**config.mk**
```make
export PLATFORM = sky130hd
export DESIGN_NAME = eng_seq_ctrl
export DESIGN_NICKNAME = d
export VERILOG_FILES = /design/src/rtl/eng_ctrl_pkg.sv /design/src/rtl/eng_ctrl_cnt.sv /design/src/rtl/eng_seq_ctrl.sv
export SDC_FILE = /design/constraint.sdc
export NUM_CORES = 1
export LEC_CHECK = 0
export CAP_MARGIN = 20
export CORE_MARGIN = 3
export CORE_UTILIZATION = 60
export DETAILED_ROUTE_END_ITERATION = 8
export MAX_ROUTING_LAYER = met4
export PLACE_DENSITY_LB_ADDON = 0.2
export SYNTH_ARGS = -nofsm -noshare
export SYNTH_HDL_FRONTEND = slang
export SYNTH_HIERARCHICAL = 1
export SYNTH_SLANG_ARGS = --single-unit
```
**constraint.sdc**
```tcl
create_clock -name clk -period 6.45 [get_ports clk]
set_clock_uncertainty 0.1 [all_clocks]
set_input_delay 0.9675 -clock clk [delete_from_list [all_inputs] [get_ports clk]]
set_output_delay 0.9675 -clock clk [all_outputs]
set_load 0.005 [all_outputs]
```
**src/rtl/eng_ctrl_pkg.sv**
```systemverilog
// rtl/eng_ctrl_pkg.sv - shared types and sizing for the erasure-coding job sequencer
package eng_ctrl_pkg;

    localparam int ENG_M_MAX     = 128;
    localparam int ENG_PCK_XOR_N = 2;
    localparam int ENG_GRP_W     = $clog2(ENG_M_MAX);
    localparam int ENG_PKT_W     = 16;

    typedef enum logic [2:0] {
        IDLE,
        BM_REQ,
        BM_WAIT,
        CALC,
        DRAIN,
        DONE
    } eng_seq_state_t;

endpackage

```
**src/rtl/eng_ctrl_cnt.sv**
```systemverilog
// rtl/eng_ctrl_cnt.sv - loadable/clearable up-counter with terminal-count flag
module eng_ctrl_cnt #(
    parameter int W = 8
) (
    input  logic         clk,
    input  logic         rst_n,
    input  logic         clr,
    input  logic         ld,
    input  logic [W-1:0] ld_val,
    input  logic         inc,
    input  logic [W-1:0] tc_val,
    output logic [W-1:0] cnt,
    output logic         tc
);

    always_ff @(posedge clk or negedge rst_n) begin
        if (!rst_n) begin
            cnt <= '0;
        end else if (clr) begin
            cnt <= '0;
        end else if (ld) begin
            cnt <= ld_val;
        end else if (inc) begin
            cnt <= cnt + 1'b1;
        end
    end

    assign tc = (cnt == tc_val);

endmodule

```
**src/rtl/eng_seq_ctrl.sv**
```systemverilog
// rtl/eng_seq_ctrl.sv - stripe job sequencer driving BM load, packet streaming and drain per group
module eng_seq_ctrl
    import eng_ctrl_pkg::*;
#(
    parameter int GRP_W = ENG_GRP_W,
    parameter int PKT_W = ENG_PKT_W
) (
    input  logic             clk,
    input  logic             rst_n,
    input  logic             job_start,
    input  logic             job_abort,
    input  logic [GRP_W-1:0] job_grp_num,
    input  logic [PKT_W-1:0] job_pkt_num,
    output logic             job_busy,
    output logic             job_done,
    output logic             ctl_err,
    output logic             ctl_bm_rd_req,
    output logic [GRP_W-1:0] ctl_bm_rd_idx,
    input  logic             bm_ctl_rd_val,
    input  logic             inbuf_ctl_val,
    output logic             ctl_inbuf_rewind,
    input  logic             outbuf_ctl_full,
    output logic             ctl_eng_bm_val,
    output logic             ctl_eng_gl_wr_en,
    output logic             ctl_eng_din_val,
    output logic             ctl_eng_calc_en,
    input  logic             eng_ctl_data_used,
    input  logic             eng_ctl_pl_empty
);

    eng_seq_state_t   state, state_nx;
    logic [GRP_W-1:0] grp_num_q, grp_cnt;
    logic [PKT_W-1:0] pkt_num_q, used_cnt;
    logic             grp_tc, used_tc;
    logic             grp_inc, grp_clr, used_inc, used_clr;
    logic             cfg_ld, err_set, err_clr, pl_empty_q;

    always_ff @(posedge clk or negedge rst_n) begin
        if (!rst_n) begin
            state      <= IDLE;
            job_busy   <= 1'b0;
            ctl_err    <= 1'b0;
            pl_empty_q <= 1'b0;
            grp_num_q  <= '0;
            pkt_num_q  <= '0;
        end else begin
            state      <= state_nx;
            job_busy   <= (state_nx != IDLE);
            pl_empty_q <= eng_ctl_pl_empty;
            if (err_clr) begin
                ctl_err <= 1'b0;
            end else if (err_set) begin
                ctl_err <= 1'b1;
            end
            if (cfg_ld) begin
                grp_num_q <= job_grp_num;
                pkt_num_q <= job_pkt_num;
            end
        end
    end

    always_comb begin
        state_nx         = state;
        job_done         = 1'b0;
        ctl_bm_rd_req    = 1'b0;
        ctl_inbuf_rewind = 1'b0;
        ctl_eng_bm_val   = 1'b0;
        ctl_eng_gl_wr_en = 1'b0;
        ctl_eng_din_val  = 1'b0;
        ctl_eng_calc_en  = 1'b0;
        grp_inc          = 1'b0;
        grp_clr          = 1'b0;
        used_inc         = 1'b0;
        used_clr         = 1'b0;
        cfg_ld           = 1'b0;
        err_set          = 1'b0;
        err_clr          = 1'b0;
        case (state)
            IDLE: begin
                if (job_start) begin
                    err_clr  = 1'b1;
                    grp_clr  = 1'b1;
                    used_clr = 1'b1;
                    if (job_grp_num == '0 || job_pkt_num == '0) begin
                        state_nx = DONE;
                    end else begin
                        cfg_ld   = 1'b1;
                        state_nx = BM_REQ;
                    end
                end
            end
            BM_REQ: begin
                ctl_bm_rd_req = 1'b1;
                state_nx      = BM_WAIT;
            end
            BM_WAIT: begin
                if (bm_ctl_rd_val) begin
                    ctl_eng_bm_val   = 1'b1;
                    ctl_eng_gl_wr_en = 1'b1;
                    state_nx         = CALC;
                end
            end
            CALC: begin
                ctl_eng_calc_en = ~outbuf_ctl_full;
                ctl_eng_din_val = inbuf_ctl_val & ~outbuf_ctl_full;
                // A consume without offered data is a protocol error and never counts
                if (eng_ctl_data_used) begin
                    if (ctl_eng_din_val) begin
                        used_inc = 1'b1;
                        if (used_tc) begin
                            state_nx = DRAIN;
                        end
                    end else begin
                        err_set = 1'b1;
                    end
                end
            end
            DRAIN: begin
                ctl_eng_calc_en = ~outbuf_ctl_full;
                if (pl_empty_q) begin
                    if (grp_tc) begin
                        state_nx = DONE;
                    end else begin
                        grp_inc          = 1'b1;
                        used_clr         = 1'b1;
                        ctl_inbuf_rewind = 1'b1;
                        state_nx         = BM_REQ;
                    end
                end
            end
            DONE: begin
                job_done = 1'b1;
                state_nx = IDLE;
            end
            default: state_nx = IDLE;
        endcase
        // Abort wins over everything: quiet the strobes and reset the walk
        if (job_abort && state != IDLE) begin
            state_nx         = IDLE;
            job_done         = 1'b0;
            ctl_bm_rd_req    = 1'b0;
            ctl_inbuf_rewind = 1'b0;
            ctl_eng_bm_val   = 1'b0;
            ctl_eng_gl_wr_en = 1'b0;
            ctl_eng_din_val  = 1'b0;
            ctl_eng_calc_en  = 1'b0;
            grp_inc          = 1'b0;
            used_inc         = 1'b0;
            grp_clr          = 1'b1;
            used_clr         = 1'b1;
            err_set          = 1'b0;
        end
    end

    assign ctl_bm_rd_idx = ctl_bm_rd_req ? grp_cnt : '0;

    eng_ctrl_cnt #(.W(GRP_W)) u_grp_cnt (
        .clk    (clk),
        .rst_n  (rst_n),
        .clr    (grp_clr),
        .ld     (1'b0),
        .ld_val ('0),
        .inc    (grp_inc),
        .tc_val (grp_num_q - 1'b1),
        .cnt    (grp_cnt),
        .tc     (grp_tc)
    );

    eng_ctrl_cnt #(.W(PKT_W)) u_used_cnt (
        .clk    (clk),
        .rst_n  (rst_n),
        .clr    (used_clr),
        .ld     (1'b0),
        .ld_val ('0),
        .inc    (used_inc),
        .tc_val (pkt_num_q - 1'b1),
        .cnt    (used_cnt),
        .tc     (used_tc)
    );

endmodule

```
==> results of run 1 <==
-- how the worst max path moves through the flow --
stage | end | slack [ps] | cells after the start
3_3_place_gp | ctl_bm_rd_idx[2] | 2500 | 5
5_1_grt | ctl_inbuf_rewind | 1920 | 8
6_report | ctl_inbuf_rewind | 2180 | 8
2_1_floorplan | job_busy | 3340 | 13
4_1_cts | ctl_inbuf_rewind | 2150 | 8
3_5_place_dp | ctl_bm_rd_idx[5] | 2430 | 5
-- power breakdown --
part	leakage, nW	switching [mW]	internal, mW
Sequential	0.643	0.179	0.450
Combinational	1.00	0.275	0.319
Clock	0.0541	0.112	0.115
-- cells in the mapped netlist (6+ instances only) --
cell	count
a211oi_1	6
nor2_1	28
dfrtp_1	52
o21a_1	6
nor3_1	11
mux2_2	8
nand3_1	6
nand2_1	24
a21oi_1	15
mux2_1	16
and2_1	9
xnor2_1	28
nand4_1	9
xor2_1	27
inv_1	18
nor4_1	10
-- worst register-to-register path: cells and delay by family, from the launching register on --
family                     cells  cell delay [ps]
adders and majority gates      1              200
DFF                            1              410
buffers and inverters          1              120
and+or+nand+nor                8             2400
xor gates and xnor gates       2              350
AOI/OAI and AO/OA              1              140
-- metal layers --
layer  GRT usage, %  vias to the layer above  wire length, um
li1               -                     1345                -
met1           30.6                     1303             3160
met2           45.7                       64             3990
met3           3.29                       10              267
met4           4.98                        0               87
met5              -                        -                0
-- sequential cells by signal, indices dropped and copies added (netlist names) --
signal          flops
pkt_num_q          16
u_used_cnt/cnt     16
grp_num_q           7
u_grp_cnt/cnt       7
state               3
ctl_err             1
job_busy            1
pl_empty_q          1
-- area by class of cell --
| cell class | count | share of cell area (%) |
|---|---|---|
| Multi-Input combinational cell | 298 | 50.1 |
| Sequential cell | 52 | 31.4 |
| Timing Repair Buffer | 49 | 12.1 |
| Tap cell | 70 | 2.11 |
| Clock buffer | 5 | 1.66 |
| Inverter | 18 | 1.63 |
| Clock inverter | 3 | 1.03 |
-- kinds of logic (layout without fill, tap and decap cells) --
logic type / Yosys count / in the layout
buffers and inverters: 32 / 75
DFF: 52 / 52
and+or+nand+nor: 136 / 136
adders and majority gates: 4 / 4
xor gates and xnor gates: 55 / 55
AOI/OAI and AO/OA: 45 / 45
other: 1 / 30
muxes: 28 / 28
==> flow_metrics.py, run 1 <==
metrics = {
    "cells_and_area": {
        "insertedDiodeCount": 0,
        "final_common_cell": "dfrtp_1",
        "final_cell_area_um2": 4140,
        "drive_gt1_share_pct": 8.71,
        "fin_cells": 495,
        "n_fill_cell": 369,
        "nets": 460,
        "mostFrequentLayoutCells": "dfrtp_1, clkdlybuf4s50_1, conb_1",
        "final_util_pct": 78.1,
        "area_growth_pct": 20.8,
        "multi_input_area_um2": 2070,
        "register_area_um2": 1300,
    },
    "sta": {
        "finalMaxSlewViolations": 0,
        "setup_viol": 0,
        "final_hold_viol_count": 0,
        "rsz0062_at_grt": "false",
        "whs_ps": 427,
        "setup_ws_ps": 2180,
        "finalCritPeriodShare_pct": 66.2,
        "fmax_ghz": 0.234,
        "fin_crit_ps": 4270,
        "slew_headroom_pct": 49.6,
        "tightest_slew_ps": 754,
        "tns_ps": 0,
    },
    "detailed_routing": {
        "drc_errors": 0,
        "drt_iter0_drc": 213,
        "viasPerCell": 5.50,
        "ant_nets": 0,
        "wl_per_cell_um": 15.2,
        "totalWireLength_mm": 7.51,
        "vias": 2722,
        "drtPass1Iterations": 4,
    },
    "critical_path": {
        "regToRegSetupSlack_ps": 2630,
        "r2r-end": "job_busy",
        "r2r_cells": 13,
        "required_ps": 5380,
        "crit_type": "reg2out",
        "cp_common_cell": "xor2_1",
        "worst_path_largest_cell_delay_ps": 610,
        "worstReg2RegStart": "pkt_num_q[0]",
        "slowest_stage": "clkdlybuf4s50_1",
        "critPathTopFamily": "simple AND/OR/NAND/NOR gates",
        "crit_path_max_fanout": 7,
        "path_buf_inv": 1,
        "cp-start-kind": "register",
        "path_cells": "nor3_1 -> nor3b_1 -> xor2_1 -> xor2_1 -> nor4_1 -> or3b_1 -> nor2_1 -> clkdlybuf4s50_1",
        "critical_path.startpoint": "grp_num_q[2]",
        "end_kind": "output pin",
        "worstPathArrival_ps": 3200,
    },
    "power_and_ir_drop": {
        "finalPower_mw": 1.45,
        "power.leakage_nw": 1.70,
        "ir_worst_vdd_uv": 259,
        "powerDensity_nw_per_um2": 350,
    },
    "grt": {
        "first_global_vias": 2788,
        "grt_max_degree": 53,
        "grt_use_total_pct": 25.4,
        "antenna_found_initial": 0,
        "grt_pass1_wl_mm": 12.8,
        "grt-ovfl-total": 0,
    },
    "logic_synthesis": {
        "synth_area_um2": 3430,
        "synthSimpleGateAreaFrac_pct": 23.8,
        "synth_fa_ha_area_share_pct": 1.46,
        "synthMuxAreaShare_pct": 9.04,
        "async_flop_share_pct": 100,
        "synth_top_area_share_pct": 37.9,
        "synth_edf_count": 0,
        "yosysUniqueCellTypes": 55,
        "yosysTopAreaCell": "dfrtp_1",
        "yosysWarnings": 6,
        "synthCells": 353,
        "synth-xor-area-share_pct": 14.0,
        "postSynthAreaPerCell_um2": 9.72,
        "seq_area_frac_synth_pct": 37.9,
        "synthFlopType": "dfrtp_1",
        "synth_compound_area_share_pct": 8.86,
        "synth_area_leaders": "dfrtp_1, xnor2_1, xor2_1",
        "synth_top_family_by_area": "simple AND/OR/NAND/NOR gates",
        "synth-seq-cells": 52,
    },
    "clock_tree": {
        "clock_latency_ps": 300,
        "cts_tree": "yes",
        "clk_pin_slew_worst_paths_ps": 100,
        "clockBufferDepth": 2,
        "postCtsSetupBuffers": 0,
        "cts_hold_buf": 0,
        "cts_made_buffers": 5,
        "cts.htree.levels": 2,
        "cts_sinks": 52,
        "root_buffer": "clkbuf_8",
        "cts_resized": 0,
    },
    "floorplanning": {
        "core_um2": 5300,
        "die_area_um2": 6660,
        "die_width_um": 81.6,
        "num_io_pins": 48,
        "die_y_um": 81.6,
        "rows": 26,
        "initial_utilization_pct": 64.7,
    },
    "place": {
        "placed_area_um2": 4000,
        "gp_congestion": 0.846,
        "post-place-ws_ps": 2430,
        "io_buffer_count": 47,
        "hpwl_mm": 5.47,
        "dpl.cell_count": 486,
    },
    "min_path": {
        "hold_path_startpoint": "ctl_err",
        "hold_end": "ctl_err",
        "hp-class": "reg2reg",
        "hold_depth": 2,
    },
    "outcome": {
        "status": "completed",
    },
    "flow_run": {
        "drv_cap": 0,
    },
}
(Power assumes the default switching activity.)
==> inputs of run 2 (changes only) <==
--- a/config.mk
+++ b/config.mk
@@ -7,7 +7,7 @@
 export LEC_CHECK = 0
 export CAP_MARGIN = 20
 export CORE_MARGIN = 3
-export CORE_UTILIZATION = 60
+export CORE_UTILIZATION = 55
 export DETAILED_ROUTE_END_ITERATION = 8
 export MAX_ROUTING_LAYER = met4
 export PLACE_DENSITY_LB_ADDON = 0.2
==> constraint.sdc (replaced) <==
create_clock -name clk -period 4 [get_ports clk]
set_clock_uncertainty 0.1 [all_clocks]
set_input_delay 0.6 -clock clk [delete_from_list [all_inputs] [get_ports clk]]
set_output_delay 0.6 -clock clk [all_outputs]
set_load 0.005 [all_outputs]
==> run 2 against run 1 <==
Compared with the run above: combinational power rose by 55%; clock power grew 25%; cell area down 0.82%; hold slack worse by 130 ps; die area up 8.4%; sequential power increased by 61%; setup slack lost 1800 ps; first-iteration DRC count decreased by 45%; utilization down 9.5 points; via count decreased by 1.9%; total power grew 53%; non-clock buffer count rose by 1; critical path type unchanged; largest cell class unchanged.
==> flow_metrics.py, run 2 (synthesis results as in run 1) <==
metrics = {
    "sta": {
        "whs_ps": 296,
        "finalMaxSlewViolations": 0,
        "setup_viol": 0,
        "final_hold_viol_count": 0,
        "slew_headroom_pct": 50.9,
        "tightest_slew_ps": 735,
        "finalCritPeriodShare_pct": 91.3,
        "fmax_ghz": 0.274,
        "fin_crit_ps": 3650,
        "tns_ps": 0,
        "rsz0062_at_grt": "false",
        "setup_ws_ps": 350,
    },
    "critical_path": {
        "slowest_stage": "clkdlybuf4s50_1",
        "critPathTopFamily": "simple AND/OR/NAND/NOR gates",
        "worstPathArrival_ps": 2950,
        "worst_path_largest_cell_delay_ps": 510,
        "crit_type": "reg2out",
        "cp_num_cells": 9,
        "required_ps": 3300,
        "end_kind": "output pin",
        "path_buf_inv": 2,
        "cp-start-kind": "register",
        "path_cells": "nor3_1 -> nor3b_1 -> xor2_1 -> xor2_1 -> nor4_1 -> or3b_1 -> nor2_1 -> buf_4 -> clkdlybuf4s50_1",
        "crit_path_max_fanout": 7,
        "cp_common_cell": "xor2_1",
        "r2r_cells": 13,
    },
    "grt": {
        "grt_max_degree": 53,
        "grt_pass1_wl_mm": 12.0,
        "grt-ovfl-total": 0,
        "grt_use_total_pct": 21.0,
        "antenna_found_initial": 0,
        "first_global_vias": 2575,
    },
    "power_and_ir_drop": {
        "powerDensity_nw_per_um2": 540,
        "finalPower_mw": 2.22,
        "swShare_pct": 39.2,
        "pwr-share-seq_pct": 45.8,
        "pwr-share-clk_pct": 12.8,
        "power.leakage_nw": 1.69,
        "p_int_mw": 1.35,
        "ir_worst_vdd_uv": 330,
        "combPwrFrac_pct": 41.4,
        "switching_power_uw": 870,
    },
    "cells_and_area": {
        "mostFrequentLayoutCells": "dfrtp_1, clkdlybuf4s50_1, conb_1",
        "fin_cells": 500,
        "final_common_cell": "dfrtp_1",
        "drive_gt1_share_pct": 8.71,
        "nets": 461,
        "register_area_um2": 1300,
        "multi_input_area_um2": 2080,
        "final_util_pct": 68.6,
        "n_fill_cell": 492,
        "insertedDiodeCount": 0,
        "reg_top3": "pkt_num_q (16), u_used_cnt/cnt (16)",
        "final_cell_area_um2": 4110,
        "area_growth_pct": 19.8,
    },
    "min_path": {
        "hp-class": "in2async",
    },
    "clock_tree": {
        "clock_latency_ps": 300,
        "cts_hold_buf": 0,
        "cts_sinks": 52,
        "cts_made_buffers": 5,
        "clockBufferDepth": 2,
        "clk_pin_slew_worst_paths_ps": 100,
        "cts_tree": "yes",
        "root_buffer": "clkbuf_8",
        "cts.htree.levels": 2,
    },
    "floorplanning": {
        "rows": 28,
        "die_y_um": 85.0,
        "initial_utilization_pct": 57.3,
        "die_area_um2": 7220,
        "core_um2": 5990,
        "die_width_um": 85.0,
        "num_io_pins": 48,
    },
    "detailed_routing": {
        "routed.top_layer": "met4",
        "totalWireLength_mm": 6.90,
        "drc_errors": 0,
        "drt-met1-wl_mm": 3.35,
        "wl_met2_mm": 3.31,
        "vias": 2670,
        "drtPass1Iterations": 4,
        "routed-wl-met3_um": 214,
        "viasPerCell": 5.34,
        "wl_per_cell_um": 13.8,
        "ant_nets": 0,
        "drt_iter0_drc": 117,
    },
    "outcome": {
        "status": "completed",
    },
    "place": {
        "placed_area_um2": 4030,
        "dpl.cell_count": 493,
        "io_buffer_count": 47,
        "gp_congestion": 0.808,
        "hpwl_mm": 5.32,
        "post-place-ws_ps": 411,
    },
    "flow_run": {
        "drv_cap": 0,
    },
}
-- run 2: cell count changes in the layout (fill, tap and decap cells not counted), sizes merged --
cell      change
clkbuf        +1
bufinv        -1
buf           +1
clkinvlp      -1
-- run 2: layout make-up --
| type | count | share of cell area [%] |
|---|---|---|
| Inverter | 18 | 1.64 |
| Multi-Input combinational cell | 298 | 50.6 |
| Timing Repair Buffer | 50 | 11.9 |
| Clock buffer | 6 | 1.77 |
| Sequential cell | 52 | 31.7 |
| Clock inverter | 1 | 0.122 |
| Tap cell | 75 | 2.28 |
-- run 2: worst paths after layout --
kind | start | end | slack, ps
worst max-delay path | grp_num_q[2] | ctl_inbuf_rewind | 350
worst min-delay path | rst_n | u_used_cnt/cnt[0] | 300
worst max register to register | pkt_num_q[0] | job_busy | 490
worst min register to register | ctl_err | ctl_err | 430
max in group asynchronous | rst_n | pkt_num_q[2] | 3050
min in group clk | ctl_err | ctl_err | 430
-- run 2: power groups by stage --
stage,clock network [mW],registers (mW),logic [mW]
CTS,0.297,1.01,0.924
global placement,0,1.01,0.888
finish,0.284,1.01,0.919
global route,0.314,1.05,1.03
floorplan,0,0.930,0.764
detailed placement,0,1.02,0.920
-- run 2: timing repair --
| item | CTS | global route |
|---|---|---|
| endpoints found under the setup margin | 0 | 1 |
| resized for setup | 0 | 1 |
| buffers inserted | 0 | 0 |
-- run 2: routing by layer --
metal  up-vias  global-route usage (%)
met5         -                       -
met4         0                    4.17
met3         2                    3.30
met2        44                    33.1
met1      1277                    29.1
li1       1347                       -
==> inputs of run 3 (changes only) <==
--- a/config.mk
+++ b/config.mk
@@ -6,7 +6,7 @@
 export NUM_CORES = 1
 export LEC_CHECK = 0
 export CAP_MARGIN = 20
-export CORE_MARGIN = 3
+export CORE_MARGIN = 2
 export CORE_UTILIZATION = 55
 export DETAILED_ROUTE_END_ITERATION = 8
 export MAX_ROUTING_LAYER = met4
==> run 3 against run 2 <==
Compared with the run above: cell area up 1.8%; hold slack improved by 9.1 ps; sequential share of layout area shrank 0.57 points; routed wire length is 0.10% lower; flip-flop and latch count did not move; cell count grew 0.20%; via count increased by 0.22%; setup slack gained 18 ps; die area down 4.7%; critical path type unchanged; critical endpoint unchanged.
==> flow_metrics.py, run 3 (synthesis results as in run 1) <==
metrics = {
    "outcome": {
        "status": "completed",
    },
    "grt": {
        "antenna_found_initial": 0,
        "first_global_vias": 2633,
        "grt_pass1_wl_mm": 12.3,
        "grt-ovfl-total": 0,
        "grt_max_degree": 53,
        "grt_use_total_pct": 22.0,
    },
    "critical_path": {
        "worstPathArrival_ps": 2930,
        "crit_type": "reg2out",
        "path_cells": "nor3_1 -> nor3b_1 -> xor2_1 -> xor2_1 -> nor4_1 -> or3b_1 -> nor2_1 -> buf_4 -> clkdlybuf4s50_1",
        "crit_path_max_fanout": 7,
        "cp_common_cell": "xor2_1",
        "worst_path_largest_cell_delay_ps": 510,
        "required_ps": 3300,
        "cp-start-kind": "register",
        "end_kind": "output pin",
        "slowest_stage": "clkdlybuf4s50_1",
    },
    "place": {
        "placed_area_um2": 4030,
        "io_buffer_count": 47,
        "gp_congestion": 0.849,
        "hpwl_mm": 5.27,
    },
    "clock_tree": {
        "root_buffer": "clkbuf_8",
        "cts_tree": "yes",
        "postCtsSetupBuffers": 0,
        "cts_hold_buf": 0,
        "cts.htree.levels": 2,
        "clk_pin_slew_worst_paths_ps": 90,
        "cts_resized": 0,
        "cts_made_buffers": 5,
        "clockBufferDepth": 2,
        "cts_sinks": 52,
        "clock_latency_ps": 300,
    },
    "power_and_ir_drop": {
        "power.leakage_nw": 1.72,
        "switching_power_uw": 879,
        "combPwrFrac_pct": 38.0,
        "finalPower_mw": 2.42,
        "ir_worst_vdd_uv": 413,
        "powerDensity_nw_per_um2": 578,
        "p_int_mw": 1.54,
        "pwr-share-clk_pct": 20.0,
        "pwr-share-seq_pct": 41.9,
        "swShare_pct": 36.3,
    },
    "sta": {
        "setup_viol": 0,
        "final_hold_viol_count": 0,
        "fin_crit_ps": 3630,
        "finalCritPeriodShare_pct": 90.8,
        "slew_headroom_pct": 51.4,
        "tightest_slew_ps": 727,
        "rsz0062_at_grt": "false",
        "fmax_ghz": 0.275,
        "finalMaxSlewViolations": 0,
        "tns_ps": 0,
    },
    "detailed_routing": {
        "viasPerCell": 5.34,
        "drtPass1Iterations": 4,
        "vias": 2676,
        "totalWireLength_mm": 6.89,
        "drt_iter0_drc": 96,
        "drc_errors": 0,
        "wl_per_cell_um": 13.8,
        "ant_nets": 0,
    },
    "cells_and_area": {
        "n_fill_cell": 489,
        "nets": 461,
        "final_util_pct": 69.8,
        "final_cell_area_um2": 4180,
        "insertedDiodeCount": 0,
        "drive_gt1_share_pct": 8.92,
        "mostFrequentLayoutCells": "dfrtp_1, clkdlybuf4s50_1, conb_1",
        "final_common_cell": "dfrtp_1",
        "reg_top3": "pkt_num_q (16), u_used_cnt/cnt (16)",
        "area_growth_pct": 22.0,
    },
    "floorplanning": {
        "die_width_um": 83.0,
        "initial_utilization_pct": 57.3,
        "rows": 28,
        "die_area_um2": 6890,
        "num_io_pins": 48,
        "die_y_um": 83.0,
        "core_um2": 5990,
    },
    "flow_run": {
        "drv_cap": 0,
    },
    "min_path": {
        "hp-class": "in2async",
    },
}
==> run 3: cell types whose count changed in the layout (fill, tap and decap cells not counted) <==
cell | previous run | this run
bufinv_16 | 0 | 3
clkbuf_1 | 1 | 0
clkinv_2 | 1 | 0
nor4_1 | 9 | 10
nor4_2 | 3 | 2
==> run 3: cell type report <==
cell class	count	area, um^2	share of cell area [%]
repair buffers	50	488	11.7
inverters	18	67.6	1.61
clock inverters	3	90.1	2.15
well taps	75	93.8	2.24
clock buffers	5	68.8	1.64
flip-flops and latches	52	1300	31.1
multi-input cells	298	2070	49.6
==> run 3: path summary, 6_finish.rpt <==
path,from,endpoint,slack [ps],depth (start not counted)
worst max-delay path,grp_num_q[2],ctl_inbuf_rewind,370,9
worst min-delay path,rst_n,u_used_cnt/cnt[0],300,2
worst max register to register,pkt_num_q[0],job_busy,440,13
worst min register to register,ctl_err,ctl_err,420,2
max in group asynchronous,rst_n,u_grp_cnt/cnt[1],3070,2
min in group clk,ctl_err,ctl_err,420,2
==> run 3: power by group through the flow <==
stage	Sequential, mW	Combinational [mW]	Clock [mW]
2_1_floorplan	0.930	0.764	0
3_3_place_gp	1.01	0.888	0
3_5_place_dp	1.02	0.919	0
4_1_cts	1.02	0.925	0.497
5_1_grt	1.05	1.03	0.516
6_report	1.02	0.920	0.485
==> run 3: worst max-delay path: cells and delay by family, from the launching register on <==
family / cells / cell delay, ps
AND/OR/NAND/NOR: 5 / 1160
buffers and inverters: 2 / 690
flip-flops: 1 / 420
XOR/XNOR: 2 / 360
==> run 3: per-stage QoR <==
step	hold slack [ps]	instances	setup WS, ps
after floorplan	204	382	888
after global placement	376	493	623
after detailed placement	402	493	493
after CTS	316	501	353
after global routing	349	501	173
final	305	501	368
==> run 3: layer usage <==
| metal | wire length, um | share of wire (%) | track usage, % | up-vias |
|---|---|---|---|---|
| met3 | 231 | 3.4 | 3.88 | 4 |
| met2 | 3230 | 47 | 35.6 | 46 |
| li1 | - | - | - | 1357 |
| met1 | 3380 | 49 | 29.4 | 1269 |
| met4 | 52 | 0.75 | 4.62 | 0 |
| met5 | 0 | 0 | - | - |
